File: src/rtl/reg_write_sequencer.sv
// Byte-stream command decoder: collects A5/ADDR/DHI/DLO/CHK frames and issues
// a single-cycle register-file write, or a one-cycle error pulse on a bad frame.
module reg_write_sequencer #(
  parameter int WIDTH       = 16,
  parameter int DEPTH       = 8,
  parameter int addressbits = 16,
  parameter int TIMEOUT     = 16
) (
  input  logic                   clk,
  input  logic                   rst,
  input  logic [7:0]             in_data,
  input  logic                   in_valid,
  output logic                   in_ready,
  output logic                   wrEN,
  output logic [addressbits-1:0] address,
  output logic [WIDTH-1:0]       wrData,
  output logic                   err_chk,
  output logic                   err_addr,
  output logic                   err_to,
  output logic                   busy
);

  localparam int         CntW     = $clog2(TIMEOUT + 1);
  localparam logic [7:0] Header   = 8'hA5;
  localparam logic [8:0] DepthLim = (DEPTH > 256) ? 9'd256 : 9'(DEPTH);

  typedef enum logic [2:0] {
    S_IDLE, S_ADDR, S_DHI, S_DLO, S_CHK, S_WRITE
  } state_e;

  state_e                   state_q;
  logic [CntW-1:0]          idle_q;
  logic [7:0]               addr_q, dhi_q, dlo_q;
  logic                     wr_en_q, err_chk_q, err_addr_q, err_to_q;
  logic [addressbits-1:0]   address_q;
  logic [WIDTH-1:0]         wr_data_q;

  logic                     accept_d;
  logic [7:0]               chk_d;
  logic                     addr_ok_d;

  assign in_ready  = (state_q != S_WRITE);
  assign busy      = (state_q != S_IDLE);
  assign accept_d  = in_valid && in_ready;
  assign chk_d     = addr_q ^ dhi_q ^ dlo_q;
  assign addr_ok_d = ({1'b0, addr_q} < DepthLim);

  // NOTE: every state element below is assigned with <= so all flops see the
  // pre-edge values of each other, regardless of statement order.
  always_ff @(posedge clk) begin
    if (rst) begin
      state_q    <= S_IDLE;
      idle_q     <= '0;
      addr_q     <= '0;
      dhi_q      <= '0;
      dlo_q      <= '0;
      wr_en_q    <= 1'b0;
      err_chk_q  <= 1'b0;
      err_addr_q <= 1'b0;
      err_to_q   <= 1'b0;
      address_q  <= '0;
      wr_data_q  <= '0;
    end else begin
      wr_en_q    <= 1'b0;
      err_chk_q  <= 1'b0;
      err_addr_q <= 1'b0;
      err_to_q   <= 1'b0;

      if (state_q == S_WRITE) begin
        state_q <= S_IDLE;
        idle_q  <= '0;
      end else if (accept_d) begin
        idle_q <= '0;
        unique case (state_q)
          S_IDLE: if (in_data == Header) state_q <= S_ADDR;
          S_ADDR: begin addr_q <= in_data; state_q <= S_DHI; end
          S_DHI:  begin dhi_q  <= in_data; state_q <= S_DLO; end
          S_DLO:  begin dlo_q  <= in_data; state_q <= S_CHK; end
          S_CHK: begin
            // Checksum failure outranks an out-of-range address.
            if (in_data != chk_d) begin
              err_chk_q <= 1'b1;
              state_q   <= S_IDLE;
            end else if (!addr_ok_d) begin
              err_addr_q <= 1'b1;
              state_q    <= S_IDLE;
            end else begin
              wr_en_q   <= 1'b1;
              address_q <= addressbits'(addr_q);
              wr_data_q <= WIDTH'({dhi_q, dlo_q});
              state_q   <= S_WRITE;
            end
          end
          default: state_q <= S_IDLE;
        endcase
      end else if (state_q != S_IDLE) begin
        // A byte on the expiring cycle wins, so the timeout only fires here.
        if (idle_q == CntW'(TIMEOUT - 1)) begin
          err_to_q <= 1'b1;
          idle_q   <= '0;
          state_q  <= S_IDLE;
        end else begin
          idle_q <= idle_q + 1'b1;
        end
      end else begin
        idle_q <= '0;
      end
    end
  end

  assign wrEN     = wr_en_q;
  assign err_chk  = err_chk_q;
  assign err_addr = err_addr_q;
  assign err_to   = err_to_q;
  assign address  = address_q;
  assign wrData   = wr_data_q;

endmodule

File: config.mk
export PLATFORM = sky130hd
export DESIGN_NAME = reg_write_sequencer
export DESIGN_NICKNAME = d
export VERILOG_FILES = /design/src/rtl/reg_write_sequencer.sv
export SDC_FILE = /design/constraint.sdc
export NUM_CORES = 1
export LEC_CHECK = 0
export CAP_MARGIN = 5
export CORE_AREA = 2 2 58 100
export CTS_BUF_LIST = sky130_fd_sc_hd__clkbuf_8
export CTS_CLUSTER_SIZE = 16
export DETAILED_ROUTE_END_ITERATION = 16
export DIE_AREA = 0 0 60 102
export GPL_TIMING_DRIVEN = 1
export PLACE_DENSITY_LB_ADDON = 0.2
export SLEW_MARGIN = 20
export SYNTH_ARGS = -nofsm -noshare
export SYNTH_HDL_FRONTEND = slang
export SYNTH_SLANG_ARGS = --single-unit
File: constraint.sdc
create_clock -name clk -period 1.9 [get_ports clk]
set_clock_uncertainty 0.1 [all_clocks]
set_input_delay 0.38 -clock clk [delete_from_list [all_inputs] [get_ports clk]]
set_output_delay 0.38 -clock clk [all_outputs]
set_load 0.03 [all_outputs]
==> impl_metrics.py, run 1 <==
metrics = {
    "run_status": {
        "status": "completed",
    },
    "clock_tree": {
        "h-tree-depth": 3,
        "clk_pin_slew_ns": 0.06,
        "cts-root-buf": "clkbuf_8",
        "cts_hold_buf": 0,
        "cts_tree": "done",
        "clk_path_buf_depth": 2,
        "cts.sinks": 60,
        "cts_inserted_buffers": 9,
        "clk_latency_ns": 0.33,
    },
    "die": {
        "rows": 35,
        "io_pins": 49,
        "dieArea_sq_um": 6120,
        "start_util": 0.524,
        "die_x_um": 60,
        "core_area_sq_um": 5300,
        "fp.dieH_um": 102,
    },
    "worst_setup_path": {
        "worstSetupPathType": "register to register",
        "required_ns": 2.02,
        "worstSetupEndpointType": "register",
        "worst-endpoint-arrival_ns": 2.01,
        "start_kind": "register",
        "path_max_fanout": 8,
    },
    "power": {
        "power_frac_seq": 0.497,
        "p_comb_frac": 0.058,
        "pwr-share-clk": 0.445,
        "p_total_mw": 2.53,
        "switching_power_uw": 551,
        "p_leak_nw": 1.56,
        "peakVddDrop_mv": 0.612,
        "internal-power_mw": 1.98,
        "cellPowerDensity_nw_per_um2": 665,
        "swShare": 0.218,
    },
    "global_route": {
        "grt_pass1_vias": 2271,
        "antenna_found_initial": 0,
        "overflow": 0,
        "grt_usage": 0.231,
        "grt_pass1_wl_um": 10500,
        "grt_max_degree": 50,
    },
    "routing": {
        "drc": 0,
        "drt-total-wl_um": 6360,
        "num_vias": 2273,
        "ant_nets": 0,
        "drt_iter0_drc": 47,
        "wire_per_inst_um": 13.9,
        "avgViaCountPerCell": 4.97,
        "first_pass_iters": 4,
    },
    "final_layout": {
        "multi_input_area_sq_um": 1550,
        "mostFrequentLayoutCells": "dfxtp_1, nand2b_1, nand2_1",
        "drive_gt1_frac": 0.230,
        "diodes": 0,
        "num-fill-cells": 400,
        "fin_nets": 393,
        "area_delta_synth_final_pct": 36.9,
        "regArea_sq_um": 1210,
        "fin_util": 0.718,
        "layout_commonest_cell": "dfxtp_1",
        "instances_no_fill": 457,
    },
    "placed_design": {
        "pre_cts_ws_ns": -0.510,
        "dpl.cell_count": 440,
        "place_congestion": 0.790,
        "io_buffers": 40,
        "hpwl_um": 4470,
    },
    "yosys": {
        "syn_inst": 308,
        "yosysWarnings": 0,
        "ys_ff_latch": 60,
        "async_flop_share": 0,
        "yosysUniqueCellTypes": 39,
        "synth.cell_area_sq_um": 2780,
        "ys_seq_area_frac": 0.432,
        "synth_edf_count": 0,
        "synth.avg_cell_area_sq_um": 9.02,
        "ys.flop_type": "dfxtp_1",
    },
    "sta": {
        "max_freq_ghz": 0.531,
        "worst_slack_ns": 0.0168,
        "rsz0062_at_grt": "true",
        "min_period_over_period": 0.991,
        "period_needed_ns": 1.88,
        "hold_viol_final": 0,
        "maxSlewViolCount": 0,
        "setup_violations": 0,
        "hold_ws_ns": 0.334,
    },
    "hold_path": {
        "hp-class": "input pin to register",
    },
    "flow_run": {
        "maxCapViolCount": 0,
    },
}
[cell type report]
cell class | instances | share of cell area
inverters | 6 | 0.00592
multi-input cells | 225 | 0.408
clock buffers | 11 | 0.0398
clock inverters | 3 | 0.0102
flip-flops and latches | 60 | 0.319
repair buffers | 78 | 0.193
well taps | 74 | 0.0243
[sequential cells by signal, indices dropped and copies added (netlist names)]
register,count
address,8
wrEN,1
state_q,3
wrData,16
idle_q,5
err_chk,1
dlo_q,8
err_to,1
addr_q,8
err_addr,1
dhi_q,8
[synthesized netlist by cell type (2+ instances only)]
| master | n | area, sq um |
|---|---|---|
| nand3_1 | 5 | 25.0 |
| nand2_1 | 36 | 135 |
| ha_1 | 2 | 25.0 |
| buf_6 | 2 | 22.5 |
| xor2_1 | 10 | 87.6 |
| mux2i_1 | 27 | 270 |
| clkbuf_1 | 12 | 45.0 |
| nand2b_1 | 41 | 257 |
| nor3_1 | 2 | 10.0 |
| dfxtp_1 | 60 | 1200 |
| nor2_1 | 26 | 97.6 |
| nor4_2 | 2 | 25.0 |
| buf_4 | 8 | 60.1 |
| and3b_2 | 4 | 40.0 |
| a21oi_1 | 20 | 100 |
| xnor2_1 | 17 | 149 |
| inv_1 | 6 | 22.5 |
| buf_2 | 2 | 10.0 |
| and3_1 | 3 | 18.8 |
| nor2b_1 | 2 | 12.5 |
| o21ai_0 | 3 | 15.0 |
[power groups by stage]
stage	Combinational (mW)	Sequential [mW]	Clock, mW
finish	0.146	1.26	1.13
global route	0.157	1.26	1.19
CTS	0.142	1.26	1.13
detailed placement	0.143	1.29	0
global placement	0.142	1.29	0
floorplan	0.0911	1.29	0
[per-layer routing]
metal	wire length, um	global-route usage
met1	2380	0.247
met2	3560	0.406
met3	184	0.0519
met4	233	0.126
met5	0	0
[logic make-up (layout without fill, tap and decap cells)]
logic type               count (synthesis)  after routing  synth area share
flip-flops                              60             60             0.432
AO/OA/AOI/OAI                           29             29            0.0603
multiplexers                            28             28             0.101
AND/OR/NAND/NOR                        131            131             0.253
buffers and inverters                   30             98            0.0576
adder cells (fa/ha/maj)                  2              2           0.00900
XOR/XNOR                                27             27            0.0851
other                                    1              8           0.00135
[critical path, cell delays in order (launching register included)]
cell and delay [ns]:
dfxtp_2 0.33, or4_1 0.61, nor3_4 0.23, nand3_4 0.18, clkbuf_16 0.22, mux2i_1 0.11
[through the flow]
stage | instance area (sq um) | setup TNS [ns]
finish | 3800 | 0
global route | 3800 | -1.11
CTS | 3690 | 0
detailed placement | 3450 | -15.41
global placement | 3450 | -13.89
floorplan | 2810 | 0
[path summary, 6_finish.rpt]
path              from          to  slack [ns]  cells past startpoint
max          addr_q[4]  wrData[12]        0.02                      5
min                rst    dhi_q[5]        0.33                      2
max reg2reg  addr_q[4]  wrData[12]        0.02                      5
min reg2reg  idle_q[0]   idle_q[0]        0.34                      1
[what timing repair did]
item,4_1_cts,5_1_grt
buffers inserted,2,0
setup endpoints to repair,28,22
cloned,0,1
resized for setup,15,22
pin swaps,11,10
(Power assumes the default switching activity.)
==> run 2, diff against run 1 <==
- ABC_AREA: default -> 0
- CORE_AREA: 2 2 58 100 -> 2 2 60 105
- DIE_AREA: 0 0 60 102 -> 0 0 62 107
- clock period: 1.9 -> 1.6 ns (I/O delays scaled with it)
==> run 2 against run 1 <==
The flow now finishes with violations (setup timing). Die area up 8.4%. Hold slack worse by 0.17 ns. Flip-flop and latch count unchanged. Core utilization down 2.8 points. Via count up 1.5%. Non-clock buffer count up 20. Sequential share of layout area down 1.4 points. Register-to-register slack worse by 0.32 ns. Critical path type unchanged. Largest cell class unchanged. Highest routed layer unchanged.
==> impl_metrics.py, run 2 (synthesized netlist as in run 1, its figures left out) <==
metrics = {
    "routing": {
        "first_pass_iters": 4,
        "avgViaCountPerCell": 4.79,
        "drt_iter0_drc": 96,
        "num_vias": 2308,
        "wire_per_inst_um": 13.2,
        "drt-total-wl_um": 6360,
        "drc": 0,
        "ant_nets": 0,
    },
    "sta": {
        "hold_ws_ns": 0.161,
        "setup_violations": 28,
        "hold_viol_final": 0,
        "worst_slack_ns": -0.308,
        "max_freq_ghz": 0.524,
        "min_period_over_period": 1.19,
        "maxSlewViolCount": 0,
        "setup_tns_ns": -6.89,
        "rsz0062_at_grt": "true",
        "period_needed_ns": 1.91,
    },
    "worst_setup_path": {
        "worst-endpoint-arrival_ns": 2.04,
        "required_ns": 1.73,
        "crit_chain": "or4_4, nor3_4, nand3_4, buf_6, and3b_2",
        "r2r-start": "addr_q[5]",
        "cp-startpoint": "addr_q[5]",
        "cpPeakStageDelay_ns": 0.58,
        "crit_buf_inv": 1,
        "start_kind": "register",
        "worstSetupEndpointType": "register",
        "r2r_setup_slack_ns": -0.31,
        "worstSetupPathType": "register to register",
        "cp_slowest_cell": "or4_4",
        "critical_path.top_delay_family": "simple AND/OR/NAND/NOR gates",
        "path_max_fanout": 5,
    },
    "die": {
        "io_pins": 49,
        "die_x_um": 62,
        "rows": 37,
        "dieArea_sq_um": 6630,
        "start_util": 0.480,
        "fp.dieH_um": 107,
        "core_area_sq_um": 5790,
    },
    "power": {
        "swShare": 0.226,
        "peakVddDrop_mv": 0.700,
        "p_leak_nw": 1.82,
        "p_comb_frac": 0.060,
        "switching_power_uw": 677,
        "power_frac_seq": 0.499,
        "pwr-share-clk": 0.442,
        "cellPowerDensity_nw_per_um2": 750,
        "internal-power_mw": 2.32,
    },
    "placed_design": {
        "place_congestion": 0.929,
        "dpl.cell_count": 462,
        "io_buffers": 40,
        "hpwl_um": 4350,
        "placed_area_sq_um": 3600,
    },
    "clock_tree": {
        "cts_inserted_buffers": 9,
        "cts-root-buf": "clkbuf_8",
        "clk_path_buf_depth": 2,
        "cts_hold_buf": 0,
        "clk_pin_slew_ns": 0.07,
        "clk_latency_ns": 0.33,
        "cts_tree": "done",
        "h-tree-depth": 3,
        "cts.sinks": 60,
    },
    "final_layout": {
        "instances_no_fill": 482,
        "post-route-cell-area_sq_um": 3990,
        "mostFrequentLayoutCells": "buf_4, dfxtp_1, nand2b_1",
        "regArea_sq_um": 1210,
        "num-fill-cells": 490,
        "multi_input_area_sq_um": 1620,
        "fin_nets": 413,
        "largest_reg_flops": 16,
        "fin_util": 0.690,
        "drive_gt1_frac": 0.302,
        "diodes": 0,
        "layout_commonest_cell": "buf_4",
        "area_delta_synth_final_pct": 43.6,
    },
    "run_status": {
        "violations": "setup timing",
        "status": "finished with violations",
    },
    "global_route": {
        "antenna_found_initial": 0,
        "grt_pass1_vias": 2269,
        "grt_max_degree": 68,
        "grt_usage": 0.208,
        "grt_pass1_wl_um": 10200,
        "overflow": 0,
    },
    "flow_run": {
        "maxCapViolCount": 0,
    },
    "hold_path": {
        "worst_hold_startpoint": "rst",
        "hp-class": "input pin to register",
    },
}
## run 2: cell type report
cell class	count	share of cell area
Clock buffer	10	0.0345
Clock inverter	5	0.0132
Multi-Input combinational cell	225	0.407
Sequential cell	60	0.304
Timing Repair Buffer	98	0.211
Inverter	6	0.00564
Tap cell	78	0.0245
## run 2: worst register-to-register path: stages (launching register included)
cell     delay, ns
dfxtp_2       0.34
or4_4         0.58
nor3_4        0.26
nand3_4       0.18
buf_6         0.17
and3b_2       0.18
## run 2: repair_timing
| item | CTS | global route |
|---|---|---|
| setup endpoints to repair | 59 | 51 |
| setup buffers | 3 | 1 |
| gates resized for setup | 58 | 24 |
| gates cloned | 1 | 0 |
| hold endpoints to repair | 0 | 0 |
| pin swaps | 16 | 6 |
## run 2: per-layer routing
| layer | GRT usage | vias up | wire (um) |
|---|---|---|---|
| met3 | 0.0446 | 14 | 170 |
| met4 | 0.122 | 0 | 206 |
| met1 | 0.235 | 1074 | 2450 |
| li1 | - | 1175 | - |
| met2 | 0.342 | 45 | 3520 |
| met5 | 0 | - | 0 |
## run 2: final timing paths
kind,cells after the start,to
setup / recovery,5,address[6]
hold / removal,2,state_q[1]
setup reg to reg,5,address[6]
hold reg to reg,2,wrData[0]
## run 2: metrics by stage
step / power [mW] / worst slack (ns)
floorplan: 1.64 / -0.103
global placement: 1.70 / -0.723
detailed placement: 1.70 / -0.755
CTS: 3.01 / -0.266
global route: 3.09 / -0.378
finish: 2.99 / -0.308
## run 2: power groups by stage
stage / clock network (mW) / logic (mW) / registers (mW)
2_1_floorplan: 0 / 0.108 / 1.53
3_3_place_gp: 0 / 0.168 / 1.53
3_5_place_dp: 0 / 0.169 / 1.53
4_1_cts: 1.35 / 0.172 / 1.49
5_1_grt: 1.41 / 0.190 / 1.49
6_report: 1.32 / 0.178 / 1.49
==> run 3, diff against run 2 <==
- ABC_CLOCK_PERIOD_IN_PS: default -> 1800
- CORE_AREA: 2 2 60 105 -> 2 2 105 56
- DIE_AREA: 0 0 62 107 -> 0 0 107 58
- clock period: 1.6 -> 1.8 ns (I/O delays scaled with it)
==> run 3 against run 2 <==
The run still ends with setup timing left. Clock-buffer cell count down 1. Via count up 2.4%. Sequential share of layout area about the same. Critical path depth up 1. Die area down 6.5%. Final area up 0.34%. Fmax up 0.97%. Clock power about the same. Hold slack better by 0.16 ns. Routed wire length up 7.3%. Critical path type unchanged. Largest cell class unchanged.
==> impl_metrics.py, run 3 (synthesized netlist as in run 1, its figures left out) <==
metrics = {
    "worst_setup_path": {
        "r2r_setup_slack_ns": -0.09,
        "worstSetupEndpointType": "register",
        "rr_worst_depth": 6,
        "worst-endpoint-arrival_ns": 2.04,
        "start_kind": "register",
        "worstSetupPathType": "register to register",
        "path_max_fanout": 7,
        "required_ns": 1.95,
    },
    "clock_tree": {
        "cts.sinks": 60,
        "cts_hold_buf": 0,
        "cts_tree": "done",
        "clk_pin_slew_ns": 0.07,
        "clk_path_buf_depth": 2,
        "cts-root-buf": "clkbuf_8",
        "clk_latency_ns": 0.34,
        "cts_inserted_buffers": 9,
        "h-tree-depth": 3,
    },
    "die": {
        "fp.dieH_um": 58,
        "core_area_sq_um": 5300,
        "dieArea_sq_um": 6210,
        "rows": 19,
        "io_pins": 49,
        "start_util": 0.524,
        "die_x_um": 107,
    },
    "routing": {
        "num_vias": 2364,
        "wire_per_inst_um": 14.4,
        "drt-total-wl_um": 6820,
        "drc": 0,
        "first_pass_iters": 5,
        "avgViaCountPerCell": 4.99,
        "ant_nets": 0,
        "drt_iter0_drc": 111,
    },
    "placed_design": {
        "hpwl_um": 4530,
        "pre_cts_ws_ns": -0.642,
        "place_congestion": 0.844,
        "io_buffers": 40,
    },
    "final_layout": {
        "largest_reg_flops": 16,
        "layout_commonest_cell": "dfxtp_1",
        "drive_gt1_frac": 0.297,
        "diodes": 0,
        "num-fill-cells": 393,
        "fin_util": 0.755,
        "regArea_sq_um": 1220,
        "fin_nets": 409,
        "area_delta_synth_final_pct": 44.1,
        "mostFrequentLayoutCells": "dfxtp_1, buf_4, nand2b_1",
        "multi_input_area_sq_um": 1620,
    },
    "sta": {
        "min_period_over_period": 1.05,
        "worst_slack_ns": -0.0894,
        "maxSlewViolCount": 0,
        "setup_violations": 19,
        "rsz0062_at_grt": "true",
        "period_needed_ns": 1.89,
        "hold_ws_ns": 0.319,
        "max_freq_ghz": 0.529,
        "hold_viol_final": 0,
    },
    "power": {
        "power_frac_seq": 0.470,
        "peakVddDrop_mv": 0.593,
        "cellPowerDensity_nw_per_um2": 703,
        "p_leak_nw": 1.84,
        "pwr-share-clk": 0.472,
        "p_total_mw": 2.82,
        "internal-power_mw": 2.17,
        "swShare": 0.229,
        "switching_power_uw": 646,
        "p_comb_frac": 0.058,
    },
    "global_route": {
        "antenna_found_initial": 0,
        "grt_pass1_vias": 2203,
        "overflow": 0,
        "grt_max_degree": 37,
        "grt_usage": 0.237,
        "grt_pass1_wl_um": 10800,
    },
    "run_status": {
        "violations": "setup timing",
        "status": "finished with violations",
    },
    "hold_path": {
        "hp-class": "input pin to register",
        "worstHoldPathCells": 4,
    },
    "flow_run": {
        "maxCapViolCount": 0,
    },
}
-- run 3: changes by cell type in the layout (fill, tap and decap cells not counted), sizes merged --
| cell | before | now |
|---|---|---|
| buf | 61 | 57 |
| clkbuf | 10 | 9 |
| dlymetal6s2s | 1 | 4 |
| dlygate4sd2 | 35 | 32 |
| inv | 6 | 8 |
| clkinvlp | 1 | 0 |
| bufinv | 1 | 2 |
-- run 3: worst paths after layout --
path	startpoint	to
worst max-delay path	addr_q[4]	wrData[11]
worst min-delay path	rst	err_to
worst max register to register	addr_q[4]	wrData[11]
worst min register to register	wrData[5]	wrData[5]
-- run 3: worst max-delay path, stage by stage, from the launching register on --
cell and delay [ns]:
dfxtp_4 0.36, or4_4 0.56, nor3_2 0.18, nand3_2 0.11, buf_6 0.16, buf_8 0.14, mux2i_2 0.19
-- run 3: timing repair --
item                                    in CTS  in global routing
pin swaps                                   19                  8
setup buffers                                1                  1
cloned                                       1                  0
resized for setup                           61                 27
endpoints found under the setup margin      55                 46
-- run 3: power by group through the flow --
stage | Combinational [mW] | Sequential (mW) | Clock (mW)
final | 0.162 | 1.32 | 1.33
after global placement | 0.149 | 1.36 | 0
after CTS | 0.157 | 1.33 | 1.35
after floorplan | 0.0961 | 1.36 | 0
after detailed placement | 0.149 | 1.36 | 0
after global routing | 0.172 | 1.32 | 1.43
-- run 3: final cells by class --
class                      count  share of cell area
inverter                       6             0.00562
multi-input combinational    225               0.405
timing repair buffer          94               0.208
sequential                    60               0.305
clock buffer                   9              0.0309
tap                           73              0.0228
clock inverter                 7              0.0228
-- run 3: per-layer routing --
metal / routed length, um / global-route usage / part of all wire
met5: 0 / 0 / 0
met4: 37 / 0.0816 / 0.0054
met3: 530 / 0.0934 / 0.078
met2: 3140 / 0.353 / 0.46
met1: 3110 / 0.317 / 0.46
-- run 3: metrics by stage --
step                cells  setup TNS (ns)  cell area, sq um
finish                474          -0.695              4010
global route          474           -1.77              4010
CTS                   473          -0.548              3900
detailed placement    455          -21.79              3540
global placement      455          -20.38              3540
floorplan             315               0              2810
